==> src/rtl/counter_bank_snapshot.sv <==
// counter_bank_snapshot: N_CH mode-configurable counters, a registered
// input+1 path, and a one-shot snapshot FSM that streams all channels out.
//
// Ports:
//   clk, reset (async, active-low)
//   primary_input / primary_output : registered primary_input + 1
//   cnt_en[N_CH]                   : per-channel count enable
//   cfg_we, cfg_ch, cfg_mode,
//   cfg_data                       : channel load of value and mode
//   overflow[N_CH]                 : sticky wrap / limit flag
//   snap_req, snap_busy            : snapshot trigger and FSM-busy flag
//   rd_valid, rd_ready, rd_ch,
//   rd_data                        : snapshot beat stream
//
// Build option: define COUNTER_BANK_SATURATE_EN to make increment and
// decrement stop at their limits instead of wrapping.

module counter_bank_snapshot #(
    parameter int N_CH  = 4,
    parameter int CNT_W = 16,
    parameter int IN_W  = 8,
    parameter int CH_W  = $clog2(N_CH)
) (
    input  logic              clk,
    input  logic              reset,
    input  logic [IN_W-1:0]   primary_input,
    output logic [IN_W-1:0]   primary_output,
    input  logic [N_CH-1:0]   cnt_en,
    input  logic              cfg_we,
    input  logic [CH_W-1:0]   cfg_ch,
    input  logic [1:0]        cfg_mode,
    input  logic [CNT_W-1:0]  cfg_data,
    output logic [N_CH-1:0]   overflow,
    input  logic              snap_req,
    output logic              snap_busy,
    output logic              rd_valid,
    input  logic              rd_ready,
    output logic [CH_W-1:0]   rd_ch,
    output logic [CNT_W-1:0]  rd_data
);

    typedef enum logic {
        IDLE   = 1'b0,
        STREAM = 1'b1
    } state_t;

    localparam logic [1:0] MODE_HOLD = 2'b00;
    localparam logic [1:0] MODE_INC  = 2'b01;
    localparam logic [1:0] MODE_DEC  = 2'b10;
    localparam logic [1:0] MODE_TOG  = 2'b11;

    localparam logic [CNT_W-1:0] CNT_MAX  = '1;
    localparam logic [CNT_W-1:0] CNT_ZERO = '0;
    localparam logic [CNT_W-1:0] CNT_ONE  = CNT_W'(1);
    localparam logic [CH_W-1:0]  CH_LAST  = CH_W'(N_CH - 1);
    localparam logic [CH_W:0]    CH_LIMIT = (CH_W + 1)'(N_CH);

    // ------------------------------------------------------------------
    // State
    // ------------------------------------------------------------------
    logic [CNT_W-1:0] cnt_q  [N_CH];
    logic [CNT_W-1:0] cnt_d  [N_CH];
    logic [1:0]       mode_q [N_CH];
    logic [1:0]       mode_d [N_CH];
    logic [CNT_W-1:0] snap_q [N_CH];
    logic [CNT_W-1:0] snap_d [N_CH];

    logic [N_CH-1:0]  ovf_q;
    logic [N_CH-1:0]  ovf_d;
    logic [IN_W-1:0]  pout_q;
    logic [IN_W-1:0]  pout_d;

    state_t           state_q;
    state_t           state_d;
    logic             busy_q;
    logic             busy_d;
    logic             rd_valid_q;
    logic             rd_valid_d;
    logic [CH_W-1:0]  rd_ch_q;
    logic [CH_W-1:0]  rd_ch_d;
    logic [CNT_W-1:0] rd_data_q;
    logic [CNT_W-1:0] rd_data_d;

    logic             cfg_ok;
    logic [N_CH-1:0]  cfg_hit;
    logic             beat_xfer;
    logic             rd_last;
    logic [CH_W-1:0]  rd_nxt;

    // ------------------------------------------------------------------
    // Configuration decode: out-of-range channels hit nothing.
    // ------------------------------------------------------------------
    always_comb begin
        cfg_ok = ({1'b0, cfg_ch} < CH_LIMIT);
        for (int i = 0; i < N_CH; i++) begin
            cfg_hit[i] = cfg_we && cfg_ok && (cfg_ch == CH_W'(i));
        end
    end

    // ------------------------------------------------------------------
    // Counter channels. A write to a channel wins over its count enable.
    // ------------------------------------------------------------------
    always_comb begin
        ovf_d = ovf_q;
        for (int i = 0; i < N_CH; i++) begin
            cnt_d[i]  = cnt_q[i];
            mode_d[i] = mode_q[i];
            if (cfg_hit[i]) begin
                cnt_d[i]  = cfg_data;
                mode_d[i] = cfg_mode;
                ovf_d[i]  = 1'b0;
            end else if (cnt_en[i]) begin
                unique case (mode_q[i])
                    MODE_HOLD: begin
                        cnt_d[i] = cnt_q[i];
                    end
                    MODE_INC: begin
                        if (cnt_q[i] == CNT_MAX) begin
                            ovf_d[i] = 1'b1;
                        end
`ifdef COUNTER_BANK_SATURATE_EN
                        if (cnt_q[i] != CNT_MAX) begin
                            cnt_d[i] = cnt_q[i] + CNT_ONE;
                        end
`else
                        cnt_d[i] = cnt_q[i] + CNT_ONE;
`endif
                    end
                    MODE_DEC: begin
                        if (cnt_q[i] == CNT_ZERO) begin
                            ovf_d[i] = 1'b1;
                        end
`ifdef COUNTER_BANK_SATURATE_EN
                        if (cnt_q[i] != CNT_ZERO) begin
                            cnt_d[i] = cnt_q[i] - CNT_ONE;
                        end
`else
                        cnt_d[i] = cnt_q[i] - CNT_ONE;
`endif
                    end
                    MODE_TOG: begin
                        cnt_d[i] = cnt_q[i] ^ CNT_ONE;
                    end
                    default: begin
                        cnt_d[i] = cnt_q[i];
                    end
                endcase
            end
        end
    end

    // ------------------------------------------------------------------
    // Input path
    // ------------------------------------------------------------------
    always_comb begin
        pout_d = primary_input + IN_W'(1);
    end

    // ------------------------------------------------------------------
    // Snapshot FSM. Capture takes the pre-update counter values; the
    // next beat's data is preloaded so rd_data is always a flop output.
    // ------------------------------------------------------------------
    always_comb begin
        beat_xfer = rd_valid_q && rd_ready;
        rd_last   = (rd_ch_q == CH_LAST);
        rd_nxt    = rd_ch_q + CH_W'(1);
    end

    always_comb begin
        state_d    = state_q;
        busy_d     = busy_q;
        rd_valid_d = rd_valid_q;
        rd_ch_d    = rd_ch_q;
        rd_data_d  = rd_data_q;
        for (int i = 0; i < N_CH; i++) begin
            snap_d[i] = snap_q[i];
        end
        unique case (state_q)
            IDLE: begin
                if (snap_req) begin
                    for (int i = 0; i < N_CH; i++) begin
                        snap_d[i] = cnt_q[i];
                    end
                    state_d    = STREAM;
                    busy_d     = 1'b1;
                    rd_valid_d = 1'b1;
                    rd_ch_d    = '0;
                    rd_data_d  = cnt_q[0];
                end
            end
            STREAM: begin
                if (beat_xfer) begin
                    if (rd_last) begin
                        state_d    = IDLE;
                        busy_d     = 1'b0;
                        rd_valid_d = 1'b0;
                    end else begin
                        rd_ch_d    = rd_nxt;
                        rd_data_d  = snap_q[rd_nxt];
                    end
                end
            end
            default: begin
                state_d    = IDLE;
                busy_d     = 1'b0;
                rd_valid_d = 1'b0;
            end
        endcase
    end

    // ------------------------------------------------------------------
    // Registers
    // ------------------------------------------------------------------
    always_ff @(posedge clk or negedge reset) begin
        if (!reset) begin
            for (int i = 0; i < N_CH; i++) begin
                cnt_q[i]  <= '0;
                mode_q[i] <= MODE_HOLD;
                snap_q[i] <= '0;
            end
            ovf_q      <= '0;
            pout_q     <= '0;
            state_q    <= IDLE;
            busy_q     <= 1'b0;
            rd_valid_q <= 1'b0;
            rd_ch_q    <= '0;
            rd_data_q  <= '0;
        end else begin
            for (int i = 0; i < N_CH; i++) begin
                cnt_q[i]  <= cnt_d[i];
                mode_q[i] <= mode_d[i];
                snap_q[i] <= snap_d[i];
            end
            ovf_q      <= ovf_d;
            pout_q     <= pout_d;
            state_q    <= state_d;
            busy_q     <= busy_d;
            rd_valid_q <= rd_valid_d;
            rd_ch_q    <= rd_ch_d;
            rd_data_q  <= rd_data_d;
        end
    end

    assign primary_output = pout_q;
    assign overflow       = ovf_q;
    assign snap_busy      = busy_q;
    assign rd_valid       = rd_valid_q;
    assign rd_ch          = rd_ch_q;
    assign rd_data        = rd_data_q;

endmodule

==> config.mk <==
export PLATFORM = sky130hd
export DESIGN_NAME = counter_bank_snapshot
export DESIGN_NICKNAME = d
export VERILOG_FILES = /design/src/rtl/counter_bank_snapshot.sv
export SDC_FILE = /design/constraint.sdc
export NUM_CORES = 1
export LEC_CHECK = 0
export BUFFER_PORTS_ARGS = -buffer_cell sky130_fd_sc_hd__buf_4
export CORE_MARGIN = 2
export CORE_UTILIZATION = 55
export CTS_CLUSTER_SIZE = 20
export DETAILED_ROUTE_END_ITERATION = 6
export GPL_ROUTABILITY_DRIVEN = 0
export PLACE_DENSITY = 0.86
export SLEW_MARGIN = 25
export SYNTH_ARGS = -nofsm -noshare
export SYNTH_HDL_FRONTEND = slang
export SYNTH_SLANG_ARGS = --single-unit
==> constraint.sdc <==
create_clock -name clk -period 2.9 [get_ports clk]
set_input_delay 0.435 -clock clk [delete_from_list [all_inputs] [get_ports clk]]
set_output_delay 0.435 -clock clk [all_outputs]
set_load 0.005 [all_outputs]
==> results.md <==
* Synthesized flop and latch total at 168
* Worst-path clk slew at 60 ps
* P_leak at 4.56 nW
* Crit Path Max Fanout at 8
* Post-synth top area cell: dfrtp_1
* Commonest non-fill, non-tap cell in the layout: dfrtp_1
* Clock Latency Late Sink at 430 ps
* Most frequent cells in the layout: dfrtp_1, nand2_1, buf_4, o21ai_0, nor2_1
* Routed Antenna Nets at 0
* Share of cells above drive strength 1 at 0.203
* DR iter-0 viols at 1337
* Post-Syn Area at 0.00997 sq mm
* WHS at 2.72 ps
* DR vias at 8805
* WL met1 at 11200 um
* Dominant synthesized flop cell: dfrtp_1
* Buf/Inv on CP at 1
* CP max-delay cell: ha_1
* Largest net degree at the start of global routing at 69
* Met2 Wirelength at 13400 um
* First-pass GRT wire length at 46200 um
* RSZ-0062 raised after global routing: no
* Clock skew at 7.20 ps
* Startpoint types: register
* Largest cells by area after synthesis: dfrtp_1, mux2_2, nand2_1
* CTS Sinks at 168
* Crit path max-delay family: compound AO/OA/AOI/OAI gates
* H-tree levels at 4
* Post-synthesis async set-or-reset flop share at 1.00
* Final min period at 2640 ps
* Die Ht at 139 um
* PortBufs at 68
* CTS tree: yes
* Register area share after synthesis at 0.422
* Setup Viol. Count Final at 0
* Die ar. at 0.0192 sq mm
* Worst-Margin Slew at 992 ps
* Core area at 0.0179 sq mm
* Fin. max-slew vios at 0
* Max clock buf depth at 2
* Crit-path max cell delay at 440 ps
* Hold Path Class: in2async
* Layout area overhead at 12.4%
* Setup WS pre-CTS at 314 ps
* Post-route DRC at 0
* Util after Layout at 0.626
* DR top layer: met4
* EDFF count, synth at 0
* Routed WL per cell at 21.8 um
* Gr usage total at 0.305
* Max Freq at 379 MHz
* Final period utilization at 0.909
* Max IR drop VDD at 0.813 mV
* Post-Route WL at 29100 um
* Yosys top cell area share at 0.422
* Critical path endpoint category: register
* Die width at 139 um
* Fin nets at 1143
* Setup_tns at 0 ps
* Netlist cell types at 76
* Syn Nets at 1112
* Syn_area_per_cell at 9.36 sq um
* Num rows at 49
* Met3 WL at 3150 um
* Vias in the first global route at 8275
* CP required at 3210 ps
* Crit Path Class: reg2reg
* Final Hold Fails at 0
* Pwr per Cell Area at 958 mW/mm^2
* Total gr overflow at 0
* Initial core utilization at 0.557
* CTS Hold Bufs at 0
* Critical path, cell by cell: nand2b_1, inv_1, ha_1, o21ai_0, a21oi_1, o22a_2, nor3b_1, mux2_2, a2111o_1
* # IOs at 69
* Final std cells w/o fill at 1335
* Cells after Synth at 1065
* DRT Pass-1 Iters at 6
* Post-DP HPWL at 19900 um
* Crit path DAT at 2940 ps
* Antenna violations before repair at 0
* Slew headroom at 0.335
* CTS Root Cell: clkbuf_16
* Antenna cell count at 0
* Max-Cap Viols at 0
* Final worst slack at 263 ps
* Total CTS buffers at 17
* DP Cell Count at 1306
* YS warnings at 0
* Vias per cell at 6.60
* Status: completed
## synth_stat cells, types with 4 or more instances
cell      number
buf_1          6
clkbuf_1      62
o21a_1         4
and2_1         7
and4_1         7
a31oi_1       14
o41ai_1        4
nor2_1        71
nand2_1      133
nand4b_1       4
mux4_2        16
xor2_1        27
nor4b_1        6
buf_2          4
nand2b_1       6
nor3_1        28
a21oi_1       66
or4_1          4
nand3b_1       6
ha_1          10
nor2b_1        7
o32ai_1        4
o22ai_1        4
xnor2_1       36
nand3_1       35
dfrtp_1      168
inv_1         16
and3_1        14
nand4_1       29
o21ai_0       82
nor3b_1        4
mux2_2        66
a22oi_1        4
mux2i_1       16
nor4_1        23
or3_1         13
## path summary, 6_finish.rpt
path | from | cells after the start | slack, ps | endpoint
max | mode_q[2] | 9 | 260 | cnt_q[31]
min | reset | 1 | 3 | rd_valid
max reg2reg | mode_q[2] | 9 | 260 | cnt_q[31]
min reg2reg | rd_data[2] | 2 | 490 | rd_data[2]
max in group asynchronous | reset | 2 | 2110 | cnt_q[14]
min in group clk | primary_input[0] | 2 | 180 | primary_output[0]
## power breakdown
group          switching, mW  total [mW]  internal, mW
sequential              1.26        4.50          3.24
clock                  0.900        2.28          1.38
combinational           1.99        3.95          1.95
## per-stage QoR
step / power (mW) / area [sq um]
floorplan: 6.91 / 9970
global placement: 8.07 / 10600
detailed placement: 8.27 / 10600
CTS: 10.6 / 11200
global route: 11.3 / 11200
finish: 10.7 / 11200
## timing repair
| item | in CTS | in global routing |
|---|---|---|
| endpoints found under the setup margin | 0 | 1 |
| resized for setup | 0 | 1 |
| hold endpoints to repair | 0 | 0 |
| setup buffers | 0 | 0 |
## cell type report
type / instances / area [sq um]
flip-flops and latches: 168 / 4200
repair buffers: 95 / 729
multi-input cells: 796 / 5330
well taps: 229 / 287
fillers: 1458 / 6700
clock inverters: 8 / 124
clock buffers: 21 / 460
inverters: 18 / 67.6
## sequential cells by signal (all words and copies together), names as in the netlist
name            cells
cnt_q              64
snap_q             64
rd_data            16
mode_q              8
primary_output      8
overflow            4
rd_ch               2
rd_valid            1
state_q             1
## kinds of logic (layout without fill, tap and decap cells)
kind of cell,count (synthesis),after routing,synth area share
AO/OA/AOI/OAI,215,215,0.127
XOR/XNOR,63,63,0.0553
adder cells (fa/ha/maj),10,10,0.0125
buffers and inverters,101,142,0.0458
flip-flops,168,168,0.422
multiplexers,98,98,0.127
AND/OR/NAND/NOR,410,410,0.211
## metal layers
metal,global-route usage,up-vias
met1,0.407,4186
met5,0,-
met3,0.0739,109
met2,0.479,595
met4,0.135,0
li1,-,3915
No activity file was read; power rests on OpenSTA's default activity.
